[config.mk]
export PLATFORM = sky130hd
export DESIGN_NAME = cafeteira_status_tx
export DESIGN_NICKNAME = d
export VERILOG_FILES = /design/src/rtl/cafeteira_status_tx.sv
export SDC_FILE = /design/constraint.sdc
export NUM_CORES = 1
export LEC_CHECK = 0
export ABC_AREA = 1
export ABC_CLOCK_PERIOD_IN_PS = 2500
export CAP_MARGIN = 20
export CORE_MARGIN = 4
export CORE_UTILIZATION = 30
export DETAILED_ROUTE_END_ITERATION = 6
export PLACE_DENSITY = 0.55
export SKIP_CTS_REPAIR_TIMING = 1
export SYNTH_ARGS = -nofsm -noshare
export SYNTH_HDL_FRONTEND = slang
export SYNTH_SLANG_ARGS = --single-unit
export TNS_END_PERCENT = 1
[constraint.sdc]
create_clock -name clock -period 2.5 [get_ports clock]
set_input_delay 0.25 -clock clock [delete_from_list [all_inputs] [get_ports clock]]
set_output_delay 0.25 -clock clock [all_outputs]
set_load 0.03 [all_outputs]
[src/rtl/cafeteira_status_tx.sv]
// Serial status reporter for the coffee machine: latches control-unit events and
// sends each one to the ESP as a 3-byte ASCII frame ('#', code, LF) on an 8N1 line.
module cafeteira_status_tx #(
    parameter int BAUD_DIV = 434
) (
    input  logic       clock,
    input  logic       reset,
    input  logic       evt_timeout_ebulidor,
    input  logic       evt_sem_xicara,
    input  logic       evt_pronto,
    input  logic       pede_estado,
    input  logic [4:0] estado,
    output logic       tx,
    output logic       ocupado,
    output logic       fim_envio,
    output logic [2:0] db_estado
);

    typedef enum logic [2:0] {
        OCIOSO  = 3'd0,
        CARREGA = 3'd1,
        INICIO  = 3'd2,
        DADOS   = 3'd3,
        PARADA  = 3'd4,
        FIM     = 3'd5
    } state_t;

    localparam logic [15:0] BAUD_LAST = 16'(BAUD_DIV - 1);

    // pend bits: [3]=E timeout, [2]=X no cup, [1]=P ready, [0]=S state report
    function automatic logic [7:0] code_byte(input logic [3:0] pend, input logic [4:0] est);
        logic [7:0] c;
        if (pend[3]) begin
            c = 8'h45;
        end else if (pend[2]) begin
            c = 8'h58;
        end else if (pend[1]) begin
            c = 8'h50;
        end else if (pend[0] && (est <= 5'd20)) begin
            c = 8'h41 + {3'b000, est};
        end else begin
            c = 8'h3F;
        end
        return c;
    endfunction

    function automatic logic [7:0] frame_byte(input logic [1:0] idx, input logic [7:0] code);
        logic [7:0] b;
        case (idx)
            2'd0:    b = 8'h23;
            2'd1:    b = code;
            2'd2:    b = 8'h0A;
            default: b = 8'h0A;
        endcase
        return b;
    endfunction

    state_t      state_r, state_nx_s;
    logic [3:0]  pend_r, pend_nx_s, grant_s, clear_s;
    logic        pronto_prev_r;
    logic [15:0] baud_cnt_r, baud_cnt_nx_s;
    logic [2:0]  bit_cnt_r, bit_cnt_nx_s;
    logic [1:0]  byte_idx_r, byte_idx_nx_s;
    logic [7:0]  shift_r, shift_nx_s, code_r, code_nx_s;
    logic        baud_done_s;
    logic        tx_r, tx_nx_s, ocupado_r, ocupado_nx_s, fim_envio_r, fim_nx_s;
    logic [2:0]  db_estado_r, db_nx_s;

    assign baud_done_s = (baud_cnt_r == BAUD_LAST);

    // Fixed-priority grant E > X > P > S
    always_comb begin
        grant_s = 4'b0000;
        if (pend_r[3]) begin
            grant_s = 4'b1000;
        end else if (pend_r[2]) begin
            grant_s = 4'b0100;
        end else if (pend_r[1]) begin
            grant_s = 4'b0010;
        end else if (pend_r[0]) begin
            grant_s = 4'b0001;
        end else begin
            grant_s = 4'b0000;
        end
    end

    // New events OR in after the clear, so a same-type event during CARREGA is kept
    assign pend_nx_s = (pend_r & ~clear_s) |
                       {evt_timeout_ebulidor, evt_sem_xicara, evt_pronto & ~pronto_prev_r, pede_estado};

    // Next-state logic
    always_comb begin
        state_nx_s = state_r;
        case (state_r)
            OCIOSO:  state_nx_s = (|pend_r) ? CARREGA : OCIOSO;
            CARREGA: state_nx_s = INICIO;
            INICIO:  state_nx_s = baud_done_s ? DADOS : INICIO;
            DADOS:   state_nx_s = (baud_done_s && (bit_cnt_r == 3'd7)) ? PARADA : DADOS;
            PARADA: begin
                if (baud_done_s) begin
                    state_nx_s = (byte_idx_r < 2'd2) ? INICIO : FIM;
                end else begin
                    state_nx_s = PARADA;
                end
            end
            FIM:     state_nx_s = OCIOSO;
            default: state_nx_s = OCIOSO;
        endcase
    end

    // Datapath next values: baud/bit counters, byte index, shift and code registers
    always_comb begin
        clear_s       = 4'b0000;
        baud_cnt_nx_s = baud_cnt_r;
        bit_cnt_nx_s  = bit_cnt_r;
        byte_idx_nx_s = byte_idx_r;
        shift_nx_s    = shift_r;
        code_nx_s     = code_r;
        case (state_r)
            CARREGA: begin
                clear_s       = grant_s;
                code_nx_s     = code_byte(pend_r, estado);
                byte_idx_nx_s = 2'd0;
                shift_nx_s    = frame_byte(2'd0, 8'h00);
                baud_cnt_nx_s = 16'd0;
            end
            INICIO: begin
                if (baud_done_s) begin
                    baud_cnt_nx_s = 16'd0;
                    bit_cnt_nx_s  = 3'd0;
                end else begin
                    baud_cnt_nx_s = baud_cnt_r + 16'd1;
                end
            end
            DADOS: begin
                if (baud_done_s) begin
                    baud_cnt_nx_s = 16'd0;
                    bit_cnt_nx_s  = bit_cnt_r + 3'd1;
                    shift_nx_s    = {1'b0, shift_r[7:1]};
                end else begin
                    baud_cnt_nx_s = baud_cnt_r + 16'd1;
                end
            end
            PARADA: begin
                if (baud_done_s) begin
                    baud_cnt_nx_s = 16'd0;
                    if (byte_idx_r < 2'd2) begin
                        byte_idx_nx_s = byte_idx_r + 2'd1;
                        shift_nx_s    = frame_byte(byte_idx_r + 2'd1, code_r);
                    end else begin
                        byte_idx_nx_s = byte_idx_r;
                    end
                end else begin
                    baud_cnt_nx_s = baud_cnt_r + 16'd1;
                end
            end
            default: baud_cnt_nx_s = 16'd0;
        endcase
    end

    // Output decode of the upcoming state, so every output comes straight from a flop
    always_comb begin
        tx_nx_s = 1'b1;
        case (state_nx_s)
            INICIO:  tx_nx_s = 1'b0;
            DADOS:   tx_nx_s = shift_nx_s[0];
            default: tx_nx_s = 1'b1;
        endcase
        ocupado_nx_s = (state_nx_s != OCIOSO);
        fim_nx_s     = (state_nx_s == FIM);
        db_nx_s      = state_nx_s;
    end

    // State register
    always_ff @(posedge clock or posedge reset) begin
        if (reset) begin
            state_r <= OCIOSO;
        end else begin
            state_r <= state_nx_s;
        end
    end

    // Datapath and output registers
    always_ff @(posedge clock or posedge reset) begin
        if (reset) begin
            pend_r        <= 4'b0000;
            pronto_prev_r <= 1'b0;
            baud_cnt_r    <= 16'd0;
            bit_cnt_r     <= 3'd0;
            byte_idx_r    <= 2'd0;
            shift_r       <= 8'h00;
            code_r        <= 8'h00;
            tx_r          <= 1'b1;
            ocupado_r     <= 1'b0;
            fim_envio_r   <= 1'b0;
            db_estado_r   <= 3'd0;
        end else begin
            pend_r        <= pend_nx_s;
            pronto_prev_r <= evt_pronto;
            baud_cnt_r    <= baud_cnt_nx_s;
            bit_cnt_r     <= bit_cnt_nx_s;
            byte_idx_r    <= byte_idx_nx_s;
            shift_r       <= shift_nx_s;
            code_r        <= code_nx_s;
            tx_r          <= tx_nx_s;
            ocupado_r     <= ocupado_nx_s;
            fim_envio_r   <= fim_nx_s;
            db_estado_r   <= db_nx_s;
        end
    end

    assign tx        = tx_r;
    assign ocupado   = ocupado_r;
    assign fim_envio = fim_envio_r;
    assign db_estado = db_estado_r;

endmodule
==> out/qor.yml <==
fin_total_pwr_w: 0.00148
cp-end-kind: "primary output"
synth_ff_type: "dfrtp_1"
post-route-min-period_ns: 1.73
final-seq-area_um2: 1150
drv_cap: 0
grt_usage_pct: 11.8
synth_xor_area_share_pct: 1.38
multiInputGateArea_um2: 1200
path_buf_inv: 1
syn_inst: 311
crit_type: "reg2out"
antenna_cells: 0
drc: 0
synth-async-reset-ratio_pct: 100
syn_area_um2: 2530
synth_edf_count: 0
yosys.area.top_type_share_pct: 44.5
clkLatencyLatePin_ns: 0.30
crit_path_top_delay_cell: "clkdlybuf4s50_1"
start_util_pct: 30.8
tns_ns: 0
setup_viol: 0
synthAdderAreaFrac_pct: 3.96
finalCritPeriodShare_pct: 69.2
die_height_um: 99.8
core-area_um2: 8220
skew_ns: 0.00960
drt_iter0_markers: 87
layout_commonest_cell: "nand2_1"
slowest_delay_ns: 0.65
wl_per_cell_um: 12.5
required_ns: 2.25
yosys_warnings: 0
final_nets: 353
syn_nets: 330
synth_compound_area_share_pct: 11.7
synth-seq-area-share_pct: 45.5
root_buffer: "clkbuf_8"
dpl.hpwl_um: 4200
cts.path.max_buffers: 2
crit_start: "tx"
num_io_pins: 17
powerDensity_nw_per_um2: 500
clock_sinks: 46
first_global_vias: 2042
drt-vias-per-instance: 4.64
ir_worst_vdd_mv: 0.279
synthSimpleGateAreaFrac_pct: 30.3
synth_top_family_by_area: "simple AND/OR/NAND/NOR gates"
ys_ff_latch: 46
power_leakage_nw: 1.43
rsz0062_at_grt: "false"
ys_types: 35
vias: 2042
cts_tree: "built"
place.gp.congestion: 0.867
dieArea_um2: 9970
cp.arrival_ns: 1.48
grt-ovfl-total: 0
start_kind: "flip-flop"
drt_pass1_iterations: 4
syn_to_final_growth_pct: 17.3
holdWs_ns: 0.405
drtAntennaViolNets: 0
path_clk_slew_ns: 0.09
avgSynthCellArea_um2: 8.13
hold_viol_final: 0
htree_levels: 2
drive_above_1_share_pct: 14.0
die_x_um: 99.8
yosysTopAreaCell: "dfrtp_1"
portBuffers: 16
most-common-layout-cells: "nand2_1, dfrtp_1, inv_1"
hold_class: "in2async"
critical_path_peak_fanout: 1
maxSlewViolCount: 0
reg2reg_from: "byte_idx_r[1]"
grt_max_degree: 47
ys_top_cells_by_area: "dfrtp_1, nand2_1, inv_1"
crit_chain: "clkdlybuf4s50_1"
fmax_mhz: 578
outcome: "complete, no violations"
cp_top_family: "buffers and inverters"
timing.slew.headroom_pct: 60.6
num-fill-cells: 857
antenna_found_initial: 0
rows: 33
synthMuxAreaShare_pct: 0
grt_pass1_wl_um: 9610
cts_made_buffers: 5
worstMarginPinSlew_ns: 0.592
wirelength_um: 5480
## sequential cells by signal, indices dropped and copies added (netlist names)
signal	flops
byte_idx_r	2
code_r	7
db_estado	3
pend_r	4
ocupado	1
bit_cnt_r	3
baud_cnt_r	16
tx	1
shift_r	7
pronto_prev_r	1
fim_envio	1
## cells by family after synthesis
family,Yosys count
and+or+nand+nor,157
adders and majority gates,8
buffers and inverters,48
xor gates and xnor gates,4
DFF,46
AOI/OAI and AO/OA,48
## area by class of cell
type,count,area share [%]
sequential,46,38.8
clock buffer,6,2.78
multi-input combinational,217,40.3
clock inverter,2,2.02
tap,105,4.43
inverter,47,5.94
timing repair buffer,17,5.65
## stage by stage
| step | area (um2) | std cells | setup WS (ns) | util [%] |
|---|---|---|---|---|
| floorplan | 2530 | 311 | 0.989 | - |
| global placement | 2830 | 432 | 0.803 | 34.4 |
| detailed placement | 2830 | 432 | 0.740 | 34.4 |
| CTS | 2970 | 440 | 0.749 | 36.1 |
| global route | 2970 | 440 | 0.657 | 36.1 |
| finish | 2970 | 440 | 0.769 | 36.1 |
## path summary, 6_finish.rpt
kind	to	slack, ns	cells past startpoint
max	tx	0.77	1
min	baud_cnt_r[12]	0.41	3
max reg2reg	tx	0.81	10
min reg2reg	pend_r[1]	0.42	1
max in group asynchronous	db_estado[1]	1.69	3
min in group clock	pronto_prev_r	0.42	1
## cell usage after synthesis, types with 3 or more instances
cell type	count
ha_1	8
nand3_2	4
nand2_2	7
o21bai_1	3
nand2_1	62
nor2_1	31
a21oi_1	16
nand4_1	5
o31ai_1	3
nor2_4	4
dfrtp_1	45
nor3_1	5
o21a_1	3
inv_2	8
nand3_1	26
inv_1	37
o21ai_0	16
nor2_2	7
## power by group
part           total [W]  switching, W  internal [W]
sequential      0.000744   0.000000138      0.000744
clock           0.000693      0.000266      0.000427
combinational  0.0000460     0.0000258     0.0000202
## routing by layer
layer,global-route usage [%],wire length (um),vias to the layer above
met5,0,0,-
met4,3.89,78,0
met3,2.29,131,7
met2,19.3,2630,23
met1,15.8,2640,957
li1,-,-,1055
## worst min-delay path, cell delays in order
cell and delay [ns]:
clkdlybuf4s50_1 0.41, inv_2 0.05, buf_4 0.47
Power figures use the tool's default switching activity.
